==> config.mk <==
export PLATFORM = sky130hd
export DESIGN_NAME = atomic_counter_arbiter
export DESIGN_NICKNAME = d
export VERILOG_FILES = /design/src/rtl/atomic_counter_pkg.sv /design/src/rtl/atomic_counter_arbiter_rr_arbiter.sv /design/src/rtl/atomic_counter_arbiter.sv
export SDC_FILE = /design/constraint.sdc
export NUM_CORES = 1
export LEC_CHECK = 0
export ABC_AREA = 1
export BUFFER_PORTS_ARGS = -buffer_cell sky130_fd_sc_hd__buf_2
export CAP_MARGIN = 20
export CORE_MARGIN = 5
export CORE_UTILIZATION = 49
export DETAILED_ROUTE_END_ITERATION = 10
export GPL_TIMING_DRIVEN = 0
export HOLD_SLACK_MARGIN = 0.12
export PLACE_DENSITY = 0.81
export SLEW_MARGIN = 40
export SYNTH_ARGS = -nofsm -noshare
export SYNTH_HDL_FRONTEND = slang
export SYNTH_HIERARCHICAL = 1
export SYNTH_SLANG_ARGS = --single-unit
==> constraint.sdc <==
create_clock -name clk -period 3 [get_ports clk]
set_input_delay 0.15 -clock clk [delete_from_list [all_inputs] [get_ports clk]]
set_output_delay 0.15 -clock clk [all_outputs]
set_load 0.01 [all_outputs]
==> src/rtl/atomic_counter_pkg.sv <==
// Shared types and constants for the arbitrated two-phase 64-bit counter read.
package atomic_counter_pkg;
  localparam int HW_DEFAULT = 32;
  localparam int CNT_RD_LAT = 1;

  typedef enum logic [2:0] {IDLE, ISSUE, LSB, MSB, RESP} state_e;
endpackage

==> src/rtl/atomic_counter_arbiter_rr_arbiter.sv <==
// Combinational round-robin picker: first requester strictly after ptr, wrapping.
module rr_arbiter #(
  parameter int N_REQ = 4,
  parameter int IW    = 2
) (
  input  logic [N_REQ-1:0] req,
  input  logic [IW-1:0]    ptr,
  output logic [N_REQ-1:0] grant,
  output logic [IW-1:0]    idx,
  output logic             any
);

  always_comb begin
    logic [IW-1:0] ci;
    grant = '0;
    idx   = '0;
    any   = 1'b0;
    ci    = '0;
    for (int i = 1; i <= N_REQ; i++) begin
      ci = IW'((int'(ptr) + i) % N_REQ);
      if (!any && req[ci]) begin
        grant[ci] = 1'b1;
        idx       = ci;
        any       = 1'b1;
      end
    end
  end

endmodule

==> src/rtl/atomic_counter_arbiter.sv <==
// Shares one atomic_counter read port between N_REQ requesters, returning
// coherent 64-bit values built from an atomic LSB read plus a snapshot MSB read.
module atomic_counter_arbiter
  import atomic_counter_pkg::*;
#(
  parameter int N_REQ = 4,
  parameter int HW    = HW_DEFAULT
) (
  input  logic              clk,
  input  logic              reset,
  input  logic [N_REQ-1:0]  rd_req,
  output logic [N_REQ-1:0]  rsp_valid,
  input  logic [N_REQ-1:0]  rsp_ready,
  output logic [2*HW-1:0]   rsp_data,
  output logic              cnt_req,
  output logic              cnt_atomic,
  input  logic              cnt_ack,
  input  logic [HW-1:0]     cnt_count,
  output logic              busy,
  output logic              proto_err
);

  localparam int IW = (N_REQ > 1) ? $clog2(N_REQ) : 1;

  state_e            state_q, state_d;
  logic [N_REQ-1:0]  gnt_oh_q, gnt_oh_d;
  logic [IW-1:0]     gnt_idx_q, gnt_idx_d;
  logic [IW-1:0]     ptr_q, ptr_d;
  logic [HW-1:0]     lsb_q, lsb_d;
  logic [2*HW-1:0]   rsp_data_q, rsp_data_d;
  logic [N_REQ-1:0]  rsp_valid_q, rsp_valid_d;
  logic              cnt_req_q, cnt_req_d;
  logic              cnt_atomic_q, cnt_atomic_d;
  logic              proto_err_q, proto_err_d;

  logic [N_REQ-1:0]  arb_grant;
  logic [IW-1:0]     arb_idx;
  logic              arb_any;
  logic              accept;
  logic [HW-1:0]     half_in;

  rr_arbiter #(
    .N_REQ (N_REQ),
    .IW    (IW)
  ) u_arb (
    .req   (rd_req),
    .ptr   (ptr_q),
    .grant (arb_grant),
    .idx   (arb_idx),
    .any   (arb_any)
  );

  assign accept  = |(rsp_ready & gnt_oh_q);
  // A missing ack yields zero for that half so the sequence never stalls.
  assign half_in = cnt_ack ? cnt_count : '0;

  always_comb begin
    state_d      = state_q;
    gnt_oh_d     = gnt_oh_q;
    gnt_idx_d    = gnt_idx_q;
    ptr_d        = ptr_q;
    lsb_d        = lsb_q;
    rsp_data_d   = rsp_data_q;
    rsp_valid_d  = rsp_valid_q;
    cnt_req_d    = cnt_req_q;
    cnt_atomic_d = cnt_atomic_q;
    proto_err_d  = proto_err_q;

    unique case (state_q)
      IDLE: begin
        if (cnt_ack) proto_err_d = 1'b1;
        if (arb_any) begin
          gnt_oh_d     = arb_grant;
          gnt_idx_d    = arb_idx;
          cnt_req_d    = 1'b1;
          cnt_atomic_d = 1'b1;
          state_d      = ISSUE;
        end
      end
      ISSUE: begin
        if (cnt_ack) proto_err_d = 1'b1;
        cnt_req_d    = 1'b1;
        cnt_atomic_d = 1'b0;
        state_d      = LSB;
      end
      LSB: begin
        if (!cnt_ack) proto_err_d = 1'b1;
        lsb_d        = half_in;
        cnt_req_d    = 1'b0;
        cnt_atomic_d = 1'b0;
        state_d      = MSB;
      end
      MSB: begin
        if (!cnt_ack) proto_err_d = 1'b1;
        rsp_data_d  = {half_in, lsb_q};
        rsp_valid_d = gnt_oh_q;
        state_d     = RESP;
      end
      RESP: begin
        if (cnt_ack) proto_err_d = 1'b1;
        if (accept) begin
          rsp_valid_d = '0;
          ptr_d       = gnt_idx_q;
          state_d     = IDLE;
        end
      end
      default: state_d = IDLE;
    endcase
  end

  always_ff @(posedge clk or posedge reset) begin
    if (reset) begin
      state_q      <= IDLE;
      gnt_oh_q     <= '0;
      gnt_idx_q    <= '0;
      ptr_q        <= IW'(N_REQ - 1);
      lsb_q        <= '0;
      rsp_data_q   <= '0;
      rsp_valid_q  <= '0;
      cnt_req_q    <= 1'b0;
      cnt_atomic_q <= 1'b0;
      proto_err_q  <= 1'b0;
    end else begin
      state_q      <= state_d;
      gnt_oh_q     <= gnt_oh_d;
      gnt_idx_q    <= gnt_idx_d;
      ptr_q        <= ptr_d;
      lsb_q        <= lsb_d;
      rsp_data_q   <= rsp_data_d;
      rsp_valid_q  <= rsp_valid_d;
      cnt_req_q    <= cnt_req_d;
      cnt_atomic_q <= cnt_atomic_d;
      proto_err_q  <= proto_err_d;
    end
  end

  assign rsp_valid  = rsp_valid_q;
  assign rsp_data   = rsp_data_q;
  assign cnt_req    = cnt_req_q;
  assign cnt_atomic = cnt_atomic_q;
  assign proto_err  = proto_err_q;
  assign busy       = (state_q != IDLE);

endmodule
==> results of run 1 <==
## per-stage QoR
stage,total power (uW),setup WS [ps]
final,3790,872
after global placement,1680,824
after floorplan,1640,1180
after CTS,3820,882
after global routing,3910,683
after detailed placement,1700,921
## path summary, 6_finish.rpt
path / endpoint / cells past startpoint / start
max: gnt_oh_q[1]$_DFFE_PP0P_ / 10 / ptr_q[1]$_DFFE_PP1P_
min reg2reg: rsp_data[9]$_DFFE_PP0N_ / 2 / lsb_q[9]$_DFFE_PP0P_
min: gnt_idx_q[0]$_DFFE_PP0P_ / 3 / reset
max reg2reg: gnt_oh_q[1]$_DFFE_PP0P_ / 10 / ptr_q[1]$_DFFE_PP1P_
max in group asynchronous: rsp_data[47]$_DFFE_PP0N_ / 7 / reset
min in group clk: state_q[0]$_DFFE_PP0P_ / 7 / rd_req[0]
## layout make-up
type	count	area, um2
Inverter	26	104
Clock inverter	13	184
Multi-Input combinational cell	376	1800
Tap cell	133	166
Clock buffer	19	432
Fill cell	737	3020
Buffer	26	229
Timing Repair Buffer	157	1080
Sequential cell	114	2860
## per-layer routing
layer  GRT usage  share of wire  wire [um]  up-vias
li1            -              -          -     2099
met1       0.266           0.42       5380     2040
met2       0.375           0.50       6490      151
met3      0.0726          0.062        806       20
met4      0.0788          0.019        240        0
met5           0              0          0        -
## power by group through the flow
stage                     clock network (uW)  registers [uW]  logic (uW)
final                                   2080            1540         174
after global routing                    2180            1540         195
after CTS                               2110            1540         175
after detailed placement                   0            1570         138
after global placement                     0            1570         114
after floorplan                            0            1570        69.4
## Yosys cell counts (5+ instances only)
master / count
buf_6: 15
dfrtp_1: 112
ha_1: 8
inv_1: 21
nand2_1: 239
nand2_2: 5
nand3_1: 20
nand4_1: 6
nor2_1: 5
o21ai_0: 36
o21ai_1: 12
o21ai_2: 24
## critical path: cells and delay by family (launching register included)
family          cells  cell delay, ps
buf+inv             3             300
simple gates        4             470
compound gates      2             280
flops               1             630
fa+ha+maj           1             360
## logic make-up after synthesis
logic type / count (synthesis)
buffers and inverters: 52
XOR/XNOR: 1
adder cells (fa/ha/maj): 8
flip-flops: 114
AND/OR/NAND/NOR: 282
AO/OA/AOI/OAI: 85
## state kept, by name, summed over array words and instances, names as in the netlist
| name | flops |
|---|---|
| proto_err | 1 |
| cnt_req | 1 |
| ptr_q | 2 |
| rsp_data | 64 |
| cnt_atomic | 1 |
| gnt_oh_q | 4 |
| rsp_valid | 4 |
| gnt_idx_q | 2 |
| state_q | 3 |
| lsb_q | 32 |
## timing repair
item	CTS	global route
buffers inserted	0	0
endpoints found under the hold margin	142	0
hold buffers	39	0
==> summary.txt, run 1 <==
Status
  • Status: finished, final reports clean

Layout
  • Commonest non-fill, non-tap cell in the layout: nand2_1
  • Nets: 769
  • Most frequent cells in the layout: nand2_1, buf_2, dfrtp_1
  • Final core occ: 0.694
  • Area delta synth->final: 37.4%
  • Layout cell share with drive strength beyond 1: 0.295
  • N_diodes: 0
  • Cell Count, Final, Fillers Out: 864
  • Final instance area: between 6000 and 7000 um2

Clock network
  • Clock buffer depth: 2
  • Post-cts sizing count: 0
  • Worst-skew pair later-pin latency: 510 ps
  • CTS tree: yes
  • Total CTS buffers: 17
  • Clock Sinks: 114
  • Max H-tree Level: 4
  • Clock-pin slew on the worst setup and hold paths: around 60 ps
  • Clock root cell: clkbuf_8

Global routing
  • Initial antenna violation count: 0
  • GRT Total Usage: 0.222
  • Vias in the first global route: 4,625
  • Total grt overflow: 0
  • Largest net degree at the start of global routing: 27
  • First-pass GRT wire length: 22.2 mm

Setup path
  • Critical Path AT: 2550 ps
  • Slowest-stage cell, CP: dfstp_2
  • Setup crit start kind: register
  • CP endpoint kind: register
  • R2R setup slack: between 800 and 900 ps
  • Setup CP Type: reg -> reg
  • Most frequent CP cell: inv_1
  • Critical path required time: 3420 ps
  • Worst Path Max Fanout: 9
  • Crit path largest cell delay: about 630 ps
  • CP cell instances: inv_1 -> ha_1 -> inv_1 -> nand2_2 -> nand2_2 -> nor2_2 -> a21oi_1 -> nand3_1 -> inv_1 -> o21ai_0

Placement
  • Post-Place Cell Area: between 5000 and 6000 um2
  • I/O Buffers: roughly 110
  • Placed Cells: 793
  • Post-DP HPWL: 8.75 mm
  • Routability-driven placement congestion ratio: 0.808

Detailed routing
  • Vias/cell: 4.99
  • Pre-antenna DRT Iters: 4
  • Drt wl/cell: 15.0 um
  • Drt total wl: 12.9 mm
  • Drt drc: 0
  • DR iter-0 viols: ~250
  • Via count: 4,310
  • Final ANT Viol Nets: 0

Yosys
  • Cells after Synth: 542
  • Simple-gate share of the synthesized area: 0.232
  • Synthesized area: 4980 um2
  • #FFs+latches synth: 114
  • Syn nets: between 500 and 600
  • Compound-gate portion of the synthesized area: 0.108
  • Prevailing post-synth register cell: dfrtp_1
  • Syn avg cell area: 9.20 um2
  • Syn. warnings: 6
  • Synth async-reset ratio: 1.00
  • Dominant cells by area after synthesis: dfrtp_1, nand2_1, o21ai_2
  • XOR/XNOR Fraction of Synth Area: 0.00176
  • Largest family of logic cells by synthesized area: simple AND/OR/NAND/NOR gates
  • Post-synthesis mux area share: 0
  • Post-synth EDFFs: 0
  • Post-synth top area cell: dfrtp_1
  • Area share of fa/ha/maj cells after synthesis: 0.0201
  • Synth top area share: 0.562
  • Distinct cells, synth: 29
  • Register area share after synthesis: 0.573

Power
  • Reg power frac: 0.406
  • P_int: about 3000 uW
  • Power share of the clock group: 0.548
  • Pwr dens: around 550 nW/um2
  • Worst IR Drop VDD: 0.342 mV
  • Sw Pwr: 801 uW
  • Sw frac: 0.211
  • Leakage power: approximately 0.0036 uW
  • Logic pwr share: 0.046

STA
  • Slew HR: 0.675
  • Final period util: 0.709
  • Final Hold Violating Endpoints: 0
  • Worst-Margin Slew: approximately 490 ps
  • Setup-failing EPs final: 0
  • TNS Setup: 0 ps
  • Slew Limit Fails: 0
  • Hold slack: 149 ps
  • Fmax: 0.470 GHz
  • Clock skew: 8.01 ps
  • Post-layout min period: roughly 2100 ps
  • RSZ-0062 raised after global routing: false

Floorplan
  • # IOs: ~120
  • Initial Util: 0.505
  • Die Y: roughly 110 um
  • DIE WIDTH: 111 um
  • Die area: roughly 12,000 um2
  • # rows: 36
  • Core area: 9860 um2

Flow run
  • Max_cap viols: 0

Worst hold path
  • Hold Crit Class: in -> async
Power figures use the tool's default switching activity.
==> run 2: changes to the inputs <==
- clock period: 3 -> 1.7 ns (I/O delays scaled with it)
==> summary.txt, run 2 (synthesized netlist as in run 1, its figures left out) <==
Floorplan
  • Die area: approximately 12,000 um2
  • # IOs: 115
  • Core area: 9860 um2
  • DIE WIDTH: roughly 110 um
  • Die Y: between 100 and 150 um
  • # rows: 36
  • Initial Util: 0.505

Detailed routing
  • Drt wl/cell: 15.1 um
  • DR iter-0 viols: 238
  • Vias/cell: 5.08
  • Final ANT Viol Nets: 0
  • Via count: 4,439
  • Drt drc: 0
  • Pre-antenna DRT Iters: 4
  • Drt total wl: 13.2 mm

Setup path
  • Reg2reg end: gnt_oh_q[1]$_DFFE_PP0P_
  • Setup CP Type: reg -> reg
  • Critical Path AT: about 2200 ps
  • Critical path required time: 2130 ps
  • Worst setup endpoint: gnt_oh_q[1]$_DFFE_PP0P_
  • Worst Path Max Fanout: 6
  • CP endpoint kind: register
  • R2R setup slack: -40 ps
  • Worst r2r src: ptr_q[0]$_DFFE_PP1P_
  • Setup crit start kind: register
  • Reg2reg path depth: 10
  • Crit. Startpoint: ptr_q[0]$_DFFE_PP1P_

Placement
  • Placed Cells: 793
  • I/O Buffers: roughly 110
  • Post-DP HPWL: 8.90 mm
  • Routability-driven placement congestion ratio: 0.851
  • Post-Place Cell Area: roughly 5900 um2

Global routing
  • Initial antenna violation count: 0
  • Total grt overflow: 0
  • GRT Total Usage: 0.225
  • Vias in the first global route: 4,615
  • Largest net degree at the start of global routing: 25
  • First-pass GRT wire length: ~22 mm

Layout
  • Most frequent cells in the layout: nand2_1, buf_2, dfrtp_1
  • N_diodes: 0
  • Max reg flops: 64
  • Fillers: 715
  • Layout cell share with drive strength beyond 1: 0.327
  • Commonest non-fill, non-tap cell in the layout: nand2_1
  • Area delta synth->final: 40.9%
  • Final instance area: 7020 um2
  • Nets: roughly 780
  • Area of the multi-input gates: 1900 um2
  • Sequential Area: approximately 2900 um2
  • Cell Count, Final, Fillers Out: 874

STA
  • Post-layout min period: 1740 ps
  • Setup-failing EPs final: 4
  • Final Hold Violating Endpoints: 0
  • Clock skew: 12.6 ps
  • Final WS setup: -39.1 ps
  • Worst-Margin Slew: 492 ps
  • Fmax: 0.575 GHz
  • Slew HR: 0.672
  • Slew Limit Fails: 0
  • TNS Setup: -90.5 ps
  • RSZ-0062 raised after global routing: true
  • Final period util: 1.02

Worst hold path
  • Hold Crit Class: in -> async

Power
  • P_int: 5180 uW
  • Reg power frac: 0.412
  • Logic pwr share: 0.050
  • Leakage power: 0.00368 uW
  • Pwr dens: 939 nW/um2
  • Worst IR Drop VDD: roughly 0.53 mV
  • Sw frac: 0.215
  • Power share of the clock group: 0.539
  • Sw Pwr: 1420 uW

Clock network
  • Clock-pin slew on the worst setup and hold paths: 50 ps
  • Clock root cell: clkbuf_8
  • Clock buffer depth: 2
  • Worst-skew pair later-pin latency: 510 ps
  • Max H-tree Level: 4
  • Clock Sinks: around 110
  • Total CTS buffers: 17
  • CTS tree: yes

Status
  • Failing checks: setup timing
  • Status: finished, violations left

Flow run
  • Max_cap viols: 0
## run 2: cell count changes in the layout (fill, tap and decap cells not counted), moves of 3 or more
cell / previous run / this run
buf_4: 4 / 12
inv_1: 20 / 16
nand2_1: 239 / 236
nand2_4: 1 / 5
nand3_1: 20 / 17
o21ai_0: 36 / 29
o21ai_1: 12 / 16
## run 2: critical path: stages, from the launching register on
cell and delay [ps]:
dfstp_2 590, inv_4 70, ha_4 300, inv_4 50, nand2_4 80, nand2_4 70, nor2_4 150, a21oi_1 100
nand3_1 80, inv_1 40, o21ai_1 130
## run 2: worst min-delay path by stage
stage,to,slack [ps],cells past startpoint
global placement,lsb_q[30]$_DFFE_PP0P_,370,3
detailed placement,cnt_req$_DFFE_PP0P_,140,2
floorplan,lsb_q[30]$_DFFE_PP0P_,240,2
global route,cnt_req$_DFFE_PP0P_,170,3
finish,cnt_req$_DFFE_PP0P_,160,3
CTS,gnt_idx_q[1]$_DFFE_PP0P_,150,7
## run 2: power groups by stage
| stage | registers (uW) | logic (uW) | clock network (uW) |
|---|---|---|---|
| 6_report | 2720 | 327 | 3550 |
| 3_3_place_gp | 2760 | 203 | 0 |
| 2_1_floorplan | 2760 | 124 | 0 |
| 3_5_place_dp | 2760 | 243 | 0 |
| 5_1_grt | 2710 | 363 | 3760 |
| 4_1_cts | 2720 | 320 | 3600 |
## run 2: stage by stage
step           setup WS, ps  hold slack, ps  power (uW)   util
5_1_grt                -156             172        6840  0.712
3_3_place_gp           -439             374        2970  0.582
3_5_place_dp           -279             139        3010  0.594
4_1_cts               -21.5             145        6640  0.703
6_report              -39.1             155        6600  0.712
2_1_floorplan          2.38             244        2890      -
## run 2: timing repair
item,in CTS,in global routing
pin swaps,12,4
gates cloned,0,1
hold endpoints to repair,128,3
gates resized for setup,11,19
hold buffers,39,2
setup buffers,7,2
endpoints found under the setup margin,9,15
## run 2: area by class of cell
type | instances | share of cell area
buffer | 26 | 0.0331
tap | 133 | 0.0237
clock buffer | 20 | 0.0634
clock inverter | 12 | 0.0221
sequential | 114 | 0.407
multi-input combinational | 376 | 0.270
timing repair buffer | 167 | 0.165
inverter | 26 | 0.0155
## run 2: metal layers
metal  GRT usage  wire (um)  part of all wire
met5           0          0                 0
met4      0.0484        147             0.011
met3      0.0693        784             0.059
met2       0.391       6720              0.51
met1       0.276       5570              0.42
